### config.mk
export PLATFORM = sky130hd
export DESIGN_NAME = top_uart_flat
export DESIGN_NICKNAME = d
export VERILOG_FILES = /design/src/rtl/top_uart_if.sv /design/src/rtl/top_uart.sv /design/src/flat_wrapper.sv
export SDC_FILE = /design/constraint.sdc
export NUM_CORES = 1
export LEC_CHECK = 0
export BUFFER_PORTS_ARGS = -buffer_cell sky130_fd_sc_hd__buf_2
export CORE_ASPECT_RATIO = 1.2
export CORE_MARGIN = 2
export CORE_UTILIZATION = 63
export CTS_CLUSTER_SIZE = 16
export DETAILED_ROUTE_END_ITERATION = 8
export PLACE_DENSITY = 0.88
export REMOVE_ABC_BUFFERS = 1
export SLEW_MARGIN = 40
export SYNTH_ARGS = -nofsm -noshare
export SYNTH_HDL_FRONTEND = slang
export SYNTH_SLANG_ARGS = --single-unit
### constraint.sdc
create_clock -name clk -period 16.74 [get_ports clk]
set_input_delay 3.348 -clock clk [delete_from_list [all_inputs] [get_ports clk]]
set_output_delay 3.348 -clock clk [all_outputs]
set_load 0.05 [all_outputs]
### src/rtl/top_uart_if.sv
// Local-bus slave port of the UART: decoded region select, address,
// write data/enable going in, gated read data coming back.
interface top_uart_if #(
   parameter int XLEN   = 32,
   parameter int AWIDTH = 12
);
   logic              sel;
   logic [AWIDTH-1:0] addr;
   logic [XLEN-1:0]   wdata;
   logic [2:0]        we;
   logic [XLEN-1:0]   rdata;

   modport master (output sel, output addr, output wdata, output we, input rdata);
   modport slave  (input sel, input addr, input wdata, input we, output rdata);
endinterface

### src/rtl/top_uart.sv
// 8N1 UART on the local bus: TX/RX FIFOs, programmable baud divisor,
// sticky overrun/framing flags and a level rx_irq while RX data is waiting.
module top_uart #(
   parameter int XLEN       = 32,
   parameter int AWIDTH     = 12,
   parameter int FIFO_DEPTH = 8,
   parameter int DEF_DIV    = 434
)(
   input  logic       clk,
   input  logic       rst_n,
   top_uart_if.slave  bus,
   input  logic       uart_rx,
   output logic       uart_tx,
   output logic       rx_irq
);

   localparam int PW = $clog2(FIFO_DEPTH);
   localparam int CW = PW + 1;

   typedef enum logic [1:0] {S_IDLE, S_START, S_DATA, S_STOP} state_t;

   // ---------------- bus decode ----------------
   logic       w_wr;
   logic [1:0] w_reg;
   logic       w_txd_wr, w_rxd_wr, w_stat_wr, w_baud_wr;

   assign w_wr      = bus.sel && (bus.we != 3'd0);
   assign w_reg     = bus.addr[3:2];
   assign w_txd_wr  = w_wr && (w_reg == 2'd0);
   assign w_rxd_wr  = w_wr && (w_reg == 2'd1);
   assign w_stat_wr = w_wr && (w_reg == 2'd2);
   assign w_baud_wr = w_wr && (w_reg == 2'd3);

   // ---------------- baud divisor ----------------
   logic [15:0] r_baud;

   // BAUDDIV register; values below 4 would leave no room for mid-bit sampling
   always_ff @(posedge clk or negedge rst_n) begin
      if (!rst_n) begin
         r_baud <= 16'(DEF_DIV);
      end else if (w_baud_wr) begin
         r_baud <= (bus.wdata[15:0] < 16'd4) ? 16'd4 : bus.wdata[15:0];
      end
   end

   // ---------------- TX FIFO ----------------
   logic [7:0]    r_tx_mem [FIFO_DEPTH];
   logic [PW-1:0] r_tx_wptr, r_tx_rptr;
   logic [CW-1:0] r_tx_cnt;
   logic          w_tx_empty, w_tx_full, w_tx_push, w_tx_pop;
   logic [7:0]    w_tx_head;

   assign w_tx_empty = (r_tx_cnt == '0);
   assign w_tx_full  = (r_tx_cnt == CW'(FIFO_DEPTH));
   assign w_tx_head  = r_tx_mem[r_tx_rptr];
   // a full FIFO still accepts a push in the cycle the serializer drains it
   assign w_tx_push  = w_txd_wr && (!w_tx_full || w_tx_pop);

   // TX FIFO storage (data only, no reset needed)
   always_ff @(posedge clk) begin
      if (w_tx_push) r_tx_mem[r_tx_wptr] <= bus.wdata[7:0];
   end

   // TX FIFO pointers and occupancy
   always_ff @(posedge clk or negedge rst_n) begin
      if (!rst_n) begin
         r_tx_wptr <= '0;
         r_tx_rptr <= '0;
         r_tx_cnt  <= '0;
      end else begin
         if (w_tx_push) r_tx_wptr <= r_tx_wptr + PW'(1);
         if (w_tx_pop)  r_tx_rptr <= r_tx_rptr + PW'(1);
         case ({w_tx_push, w_tx_pop})
            2'b10:   r_tx_cnt <= r_tx_cnt + CW'(1);
            2'b01:   r_tx_cnt <= r_tx_cnt - CW'(1);
            default: r_tx_cnt <= r_tx_cnt;
         endcase
      end
   end

   // ---------------- TX serializer ----------------
   state_t      r_tx_state;
   logic        r_tx;
   logic [15:0] r_tx_bcnt, r_tx_bdiv;
   logic [2:0]  r_tx_bit;
   logic [7:0]  r_tx_shift;
   logic        w_tx_tick, w_tx_busy;

   // r_tx_bdiv is latched at each bit start so a BAUDDIV write never stretches a bit in flight
   assign w_tx_tick = (r_tx_bcnt == r_tx_bdiv - 16'd1);
   assign w_tx_pop  = !w_tx_empty &&
                      ((r_tx_state == S_IDLE) || ((r_tx_state == S_STOP) && w_tx_tick));
   assign w_tx_busy = (r_tx_state != S_IDLE) || !w_tx_empty;
   assign uart_tx   = r_tx;

   // TX FSM: start, 8 data bits LSB first, stop; back-to-back frames when data is queued
   always_ff @(posedge clk or negedge rst_n) begin
      if (!rst_n) begin
         r_tx_state <= S_IDLE;
         r_tx       <= 1'b1;
         r_tx_bcnt  <= '0;
         r_tx_bdiv  <= 16'(DEF_DIV);
         r_tx_bit   <= '0;
         r_tx_shift <= '0;
      end else begin
         case (r_tx_state)
            S_IDLE: begin
               r_tx <= 1'b1;
               if (w_tx_pop) begin
                  r_tx_state <= S_START;
                  r_tx       <= 1'b0;
                  r_tx_shift <= w_tx_head;
                  r_tx_bcnt  <= '0;
                  r_tx_bdiv  <= r_baud;
               end
            end
            S_START: begin
               if (w_tx_tick) begin
                  r_tx_state <= S_DATA;
                  r_tx       <= r_tx_shift[0];
                  r_tx_shift <= r_tx_shift >> 1;
                  r_tx_bit   <= '0;
                  r_tx_bcnt  <= '0;
                  r_tx_bdiv  <= r_baud;
               end else begin
                  r_tx_bcnt <= r_tx_bcnt + 16'd1;
               end
            end
            S_DATA: begin
               if (w_tx_tick) begin
                  r_tx_bcnt <= '0;
                  r_tx_bdiv <= r_baud;
                  if (r_tx_bit == 3'd7) begin
                     r_tx_state <= S_STOP;
                     r_tx       <= 1'b1;
                  end else begin
                     r_tx_bit   <= r_tx_bit + 3'd1;
                     r_tx       <= r_tx_shift[0];
                     r_tx_shift <= r_tx_shift >> 1;
                  end
               end else begin
                  r_tx_bcnt <= r_tx_bcnt + 16'd1;
               end
            end
            S_STOP: begin
               if (w_tx_tick) begin
                  r_tx_bcnt <= '0;
                  r_tx_bdiv <= r_baud;
                  if (w_tx_pop) begin
                     r_tx_state <= S_START;
                     r_tx       <= 1'b0;
                     r_tx_shift <= w_tx_head;
                  end else begin
                     r_tx_state <= S_IDLE;
                  end
               end else begin
                  r_tx_bcnt <= r_tx_bcnt + 16'd1;
               end
            end
            default: r_tx_state <= S_IDLE;
         endcase
      end
   end

   // ---------------- RX synchronizer ----------------
   logic r_rx_s1, r_rx_s2, r_rx_prev;
   logic w_rx_fall;

   // two-flop synchronizer plus one history flop for falling-edge detection
   always_ff @(posedge clk or negedge rst_n) begin
      if (!rst_n) begin
         r_rx_s1   <= 1'b1;
         r_rx_s2   <= 1'b1;
         r_rx_prev <= 1'b1;
      end else begin
         r_rx_s1   <= uart_rx;
         r_rx_s2   <= r_rx_s1;
         r_rx_prev <= r_rx_s2;
      end
   end

   assign w_rx_fall = r_rx_prev && !r_rx_s2;

   // ---------------- RX deserializer ----------------
   state_t      r_rx_state;
   logic [15:0] r_rx_bcnt, r_rx_bdiv;
   logic [2:0]  r_rx_bit;
   logic [7:0]  r_rx_shift;
   logic        w_rx_tick, w_rx_stop_smp;

   // start bit is checked half a bit after the edge; every later sample is a full bit apart
   assign w_rx_tick = (r_rx_state == S_START) ? (r_rx_bcnt == (r_rx_bdiv >> 1) - 16'd1)
                                              : (r_rx_bcnt == r_rx_bdiv - 16'd1);
   assign w_rx_stop_smp = (r_rx_state == S_STOP) && w_rx_tick;

   // RX FSM: edge -> start check (glitch reject) -> 8 data samples -> stop sample
   always_ff @(posedge clk or negedge rst_n) begin
      if (!rst_n) begin
         r_rx_state <= S_IDLE;
         r_rx_bcnt  <= '0;
         r_rx_bdiv  <= 16'(DEF_DIV);
         r_rx_bit   <= '0;
         r_rx_shift <= '0;
      end else begin
         case (r_rx_state)
            S_IDLE: begin
               if (w_rx_fall) begin
                  r_rx_state <= S_START;
                  r_rx_bcnt  <= '0;
                  r_rx_bdiv  <= r_baud;
               end
            end
            S_START: begin
               if (w_rx_tick) begin
                  r_rx_bcnt  <= '0;
                  r_rx_bdiv  <= r_baud;
                  r_rx_bit   <= '0;
                  r_rx_state <= r_rx_s2 ? S_IDLE : S_DATA;
               end else begin
                  r_rx_bcnt <= r_rx_bcnt + 16'd1;
               end
            end
            S_DATA: begin
               if (w_rx_tick) begin
                  r_rx_shift <= {r_rx_s2, r_rx_shift[7:1]};
                  r_rx_bcnt  <= '0;
                  r_rx_bdiv  <= r_baud;
                  if (r_rx_bit == 3'd7) r_rx_state <= S_STOP;
                  else                  r_rx_bit   <= r_rx_bit + 3'd1;
               end else begin
                  r_rx_bcnt <= r_rx_bcnt + 16'd1;
               end
            end
            S_STOP: begin
               if (w_rx_tick) begin
                  r_rx_state <= S_IDLE;
                  r_rx_bcnt  <= '0;
               end else begin
                  r_rx_bcnt <= r_rx_bcnt + 16'd1;
               end
            end
            default: r_rx_state <= S_IDLE;
         endcase
      end
   end

   // ---------------- RX FIFO ----------------
   logic [7:0]    r_rx_mem [FIFO_DEPTH];
   logic [PW-1:0] r_rx_wptr, r_rx_rptr;
   logic [CW-1:0] r_rx_cnt;
   logic          w_rx_empty, w_rx_full, w_rx_push, w_rx_pop;
   logic          w_ovr_set, w_fe_set;

   assign w_rx_empty = (r_rx_cnt == '0);
   assign w_rx_full  = (r_rx_cnt == CW'(FIFO_DEPTH));
   assign w_rx_pop   = w_rxd_wr && !w_rx_empty;
   // a bus pop in the same cycle frees the slot, so a full FIFO still takes the byte
   assign w_rx_push  = w_rx_stop_smp && r_rx_s2 && (!w_rx_full || w_rx_pop);
   assign w_ovr_set  = w_rx_stop_smp && r_rx_s2 && w_rx_full && !w_rx_pop;
   assign w_fe_set   = w_rx_stop_smp && !r_rx_s2;
   assign rx_irq     = !w_rx_empty;

   // RX FIFO storage (data only, no reset needed)
   always_ff @(posedge clk) begin
      if (w_rx_push) r_rx_mem[r_rx_wptr] <= r_rx_shift;
   end

   // RX FIFO pointers and occupancy
   always_ff @(posedge clk or negedge rst_n) begin
      if (!rst_n) begin
         r_rx_wptr <= '0;
         r_rx_rptr <= '0;
         r_rx_cnt  <= '0;
      end else begin
         if (w_rx_push) r_rx_wptr <= r_rx_wptr + PW'(1);
         if (w_rx_pop)  r_rx_rptr <= r_rx_rptr + PW'(1);
         case ({w_rx_push, w_rx_pop})
            2'b10:   r_rx_cnt <= r_rx_cnt + CW'(1);
            2'b01:   r_rx_cnt <= r_rx_cnt - CW'(1);
            default: r_rx_cnt <= r_rx_cnt;
         endcase
      end
   end

   // ---------------- sticky error flags ----------------
   logic r_ovr, r_fe;

   // sticky flags: a new error in the clearing cycle wins over the clear
   always_ff @(posedge clk or negedge rst_n) begin
      if (!rst_n) begin
         r_ovr <= 1'b0;
         r_fe  <= 1'b0;
      end else begin
         r_ovr <= w_ovr_set || (r_ovr && !(w_stat_wr && bus.wdata[4]));
         r_fe  <= w_fe_set  || (r_fe  && !(w_stat_wr && bus.wdata[5]));
      end
   end

   // ---------------- read mux ----------------
   logic [XLEN-1:0] w_rdata;

   // side-effect-free read data, forced to zero when the region is not selected
   always_comb begin
      w_rdata = '0;
      if (bus.sel) begin
         case (w_reg)
            2'd1: begin
               w_rdata[8]   = !w_rx_empty;
               w_rdata[7:0] = w_rx_empty ? 8'd0 : r_rx_mem[r_rx_rptr];
            end
            2'd2: w_rdata[6:0] = {w_tx_busy, r_fe, r_ovr, w_rx_full,
                                  w_rx_empty, w_tx_empty, w_tx_full};
            2'd3: w_rdata[15:0] = r_baud;
            default: w_rdata = '0;
         endcase
      end
   end

   assign bus.rdata = w_rdata;

endmodule

### src/flat_wrapper.sv
// flat-port wrapper written by rule: the top's interface ports become plain ports
module top_uart_flat 
#(
   parameter int XLEN       = 32,
   parameter int AWIDTH     = 12,
   parameter int FIFO_DEPTH = 8,
   parameter int DEF_DIV    = 434
)
  (clk, rst_n, uart_rx, uart_tx, rx_irq, bus_sel, bus_addr, bus_wdata, bus_we, bus_rdata);
  top_uart_if #(.XLEN(XLEN), .AWIDTH(AWIDTH)) bus_i ();
  input  logic clk;
  input  logic rst_n;
  input  logic uart_rx;
  output logic uart_tx;
  output logic rx_irq;
  input wire logic [$bits(bus_i.sel)-1:0] bus_sel;
  input wire logic [$bits(bus_i.addr)-1:0] bus_addr;
  input wire logic [$bits(bus_i.wdata)-1:0] bus_wdata;
  input wire logic [$bits(bus_i.we)-1:0] bus_we;
  output wire logic [$bits(bus_i.rdata)-1:0] bus_rdata;
  assign bus_i.sel = bus_sel;
  assign bus_i.addr = bus_addr;
  assign bus_i.wdata = bus_wdata;
  assign bus_i.we = bus_we;
  assign bus_rdata = bus_i.rdata;
  top_uart #(.XLEN(XLEN), .AWIDTH(AWIDTH), .FIFO_DEPTH(FIFO_DEPTH), .DEF_DIV(DEF_DIV)) u_core (.clk(clk), .rst_n(rst_n), .bus(bus_i), .uart_rx(uart_rx), .uart_tx(uart_tx), .rx_irq(rx_irq));
endmodule
==> metrics.txt <==
status=finished clean; most common cell in the netlist=edfxtp_1; drt drc=0; Worst R2R Setup Slack=11.24 ns; synthesized instance count=roughly 1100; Layout area overhead=8.59%; TNS Setup=0 ns; cell leakage power=0.00562 uW; Hold Crit Endpoint=u_core.r_rx_s2$_DFF_PN1_; hold_sp=u_core.r_rx_s1$_DFF_PN1_; Layout Nets=1219; Crit Path Class=in2out; Synth top area share=0.287; antenna violations before repair=0; routed wire length=30.6 mm; die height=164 um; Routed Antenna Nets=0; Pre-antenna DRT Iters=5; share of layout cells above drive strength 1=0.209; H-tree lvl count=1; ys async rst share=0.508; vias=between 9000 and 10000; fin crit share=0.496; Req. time, crit path=approximately 13 ns; worst hold stages=0; power share of the clock group=0.219; Max Cap Viol=0; DR WL/cell=approximately 21 um; Sequential Power Share=0.404; final core occ=0.695; area of the die=between 20000 and 25000 um^2; Slew Limit Fails=0; Avg Cell Area, Syn=12.0 um^2; Clock transition at path regs=around 0.06 ns; DR iter-0 viols=898; fmax=between 100 and 150 MHz; synth cell count leaders=edfxtp_1, dfrtp_1, nand2_1; Clock Latency Late Sink=0.52 ns; CTS resizes=0; vias in the first global route=roughly 9200; P_sw=between 900 and 1000 uW; combinational share of power=0.376; largest net degree at the start of global routing=83; worst slew pin tran=approximately 0.83 ns; Die W=137 um; worst-path maximum fanout=14; Net Sw Frac=0.378; Num CTS Buffers=25; hold-fix buffers at CTS=0; Worst Hold Class=reg2reg; global-route wire length before repair=slightly below 50 mm; cells on worst reg2reg path=13; most used cell, CP=buf_2; row count=between 50 and 60; startpoint types=input pin; Critical-path top delay cell=buf_2; Slew Limit Headroom=0.446; maximum buffer depth of the clock tree=3; Post-synth EDFFs=approximately 130; library cells used by synthesis=between 70 and 80; pwr dens=approximately 170 nW/um^2; share of the yosys chip area belonging to registers=0.536; synth top area cells=edfxtp_1, dfrtp_1, mux2_2, mux4_2, dfstp_2; clk sinks=between 200 and 300; total global routing track utilization=0.283; CP peak stage delay=approximately 0.31 ns; initial core utilization=0.640; Tmin final=around 8.3 ns; port buffer count=42; routability cong.=between 0.9 and 1; Worst Setup End Kind=output port; Arrival @ worst endpoint=roughly 5 ns; Vias/cell=between 6 and 7; final hold violations=0; Primary FF master, synth=edfxtp_1; critical-path cell list=buf_2 > nor2_1 > nand2_1 > o21ai_0 > a22oi_1 > nor2b_1 > buf_2; Worst VDD drop=147 uV; endpoints failing setup=0; I/O pin total=85; register bit count reported by yosys=260; HPWL after DPL=~20 mm; Synth Cell Area=between 10000 and 15000 um^2; CTS tree=yes; internal power=1500 uW; core area=between 20000 and 25000 um^2; Post CTS Setup Buffer Count=0; grt ovf=0; unrepaired setup endpoints after global routing=false; Layout Skew=about 0.013 ns; Diodes inserted=0; Root Buffer=clkbuf_16; synth warn=0; cell taking the most area after synthesis=edfxtp_1; capture point of the worst reg-to-reg path=u_core.r_rx_mem[3][1]$_DFFE_PP_
## worst max-delay path by stage
stage / slack, ns / from / depth (start not counted) / to
finish: 8.44 / bus_addr[3] / 7 / bus_rdata[6]
global route: 8.34 / bus_addr[3] / 7 / bus_rdata[6]
CTS: 8.47 / bus_addr[3] / 7 / bus_rdata[6]
detailed placement: 8.50 / bus_addr[3] / 7 / bus_rdata[6]
global placement: 8.60 / bus_addr[3] / 7 / bus_rdata[6]
floorplan: 8.74 / bus_addr[3] / 5 / bus_rdata[6]
## layout by cell type (no fill, tap or decap), types with 24 or more instances in the layout
master | netlist | layout
nand2_1 | 91 | 91
dfrtp_1 | 113 | 111
nor2_1 | 63 | 57
a21oi_1 | 26 | 26
mux4_2 | 32 | 32
xnor2_1 | 38 | 38
nand3_1 | 36 | 36
xor2_1 | 24 | 24
ha_1 | 25 | 25
buf_2 | 1 | 41
clkbuf_16 | 0 | 26
mux2_2 | 64 | 64
inv_1 | 32 | 32
edfxtp_1 | 128 | 128
o21ai_0 | 64 | 64
mux2i_1 | 29 | 29
## through the flow
step                hold WS, ns  total power, uW  area (um^2)  std cells  setup WS [ns]
global placement          0.346             1830        13700       1385           8.60
global route              0.366             2550        14500       1430           8.34
floorplan                 0.345             1630        13100       1060           8.74
detailed placement        0.355             1870        13700       1385           8.50
CTS                       0.364             2410        14500       1430           8.47
finish                    0.367             2420        14500       1430           8.44
## critical path, delay by kind of cell
kind | cells | cell delay [ns]
and+or+nand+nor | 3 | 0.74
buffers and inverters | 2 | 0.50
AOI/OAI and AO/OA | 2 | 0.36
## power by group through the flow
| stage | logic [uW] | clock network [uW] | registers [uW] |
|---|---|---|---|
| global route | 995 | 559 | 998 |
| global placement | 854 | 0 | 974 |
| detailed placement | 893 | 0 | 982 |
| CTS | 905 | 535 | 973 |
| finish | 911 | 530 | 979 |
| floorplan | 714 | 0 | 918 |
## sequential cells by signal, summed over array words and instances (netlist names), 4 cells and up, named ones only
| name | cells |
|---|---|
| u_core.r_baud | 16 |
| u_core.r_rx_bcnt | 16 |
| u_core.r_rx_bdiv | 16 |
| u_core.r_rx_cnt | 4 |
| u_core.r_rx_mem | 64 |
| u_core.r_rx_shift | 8 |
| u_core.r_tx_bcnt | 16 |
| u_core.r_tx_bdiv | 16 |
| u_core.r_tx_cnt | 4 |
| u_core.r_tx_mem | 64 |
| u_core.r_tx_shift | 8 |
## logic make-up (layout without fill, tap and decap cells)
family | count (synthesis) | count (layout) | synth area share
buffers and inverters | 104 | 132 | 0.0357
and+or+nand+nor | 362 | 362 | 0.143
muxes | 131 | 131 | 0.136
adders and majority gates | 26 | 26 | 0.0249
AOI/OAI and AO/OA | 171 | 171 | 0.0838
other | 1 | 16 | 0.000280
xor gates and xnor gates | 62 | 62 | 0.0406
DFF | 260 | 260 | 0.536
## layer usage
layer	vias to the layer above	GRT usage	wire, um
li1	4176	-	-
met4	0	0.119	1320
met5	-	0	0
met2	442	0.479	15600
met3	109	0.0397	2000
met1	4674	0.368	11700
## area by class of cell
cell class	instances	area, um^2
multi-input combinational	768	5820
clock buffer	33	697
inverter	32	120
tap	270	338
fill	1368	6370
sequential	260	7170
timing repair buffer	55	317
clock inverter	12	62.6
Note: power is estimated with default switching activity, not from simulation.
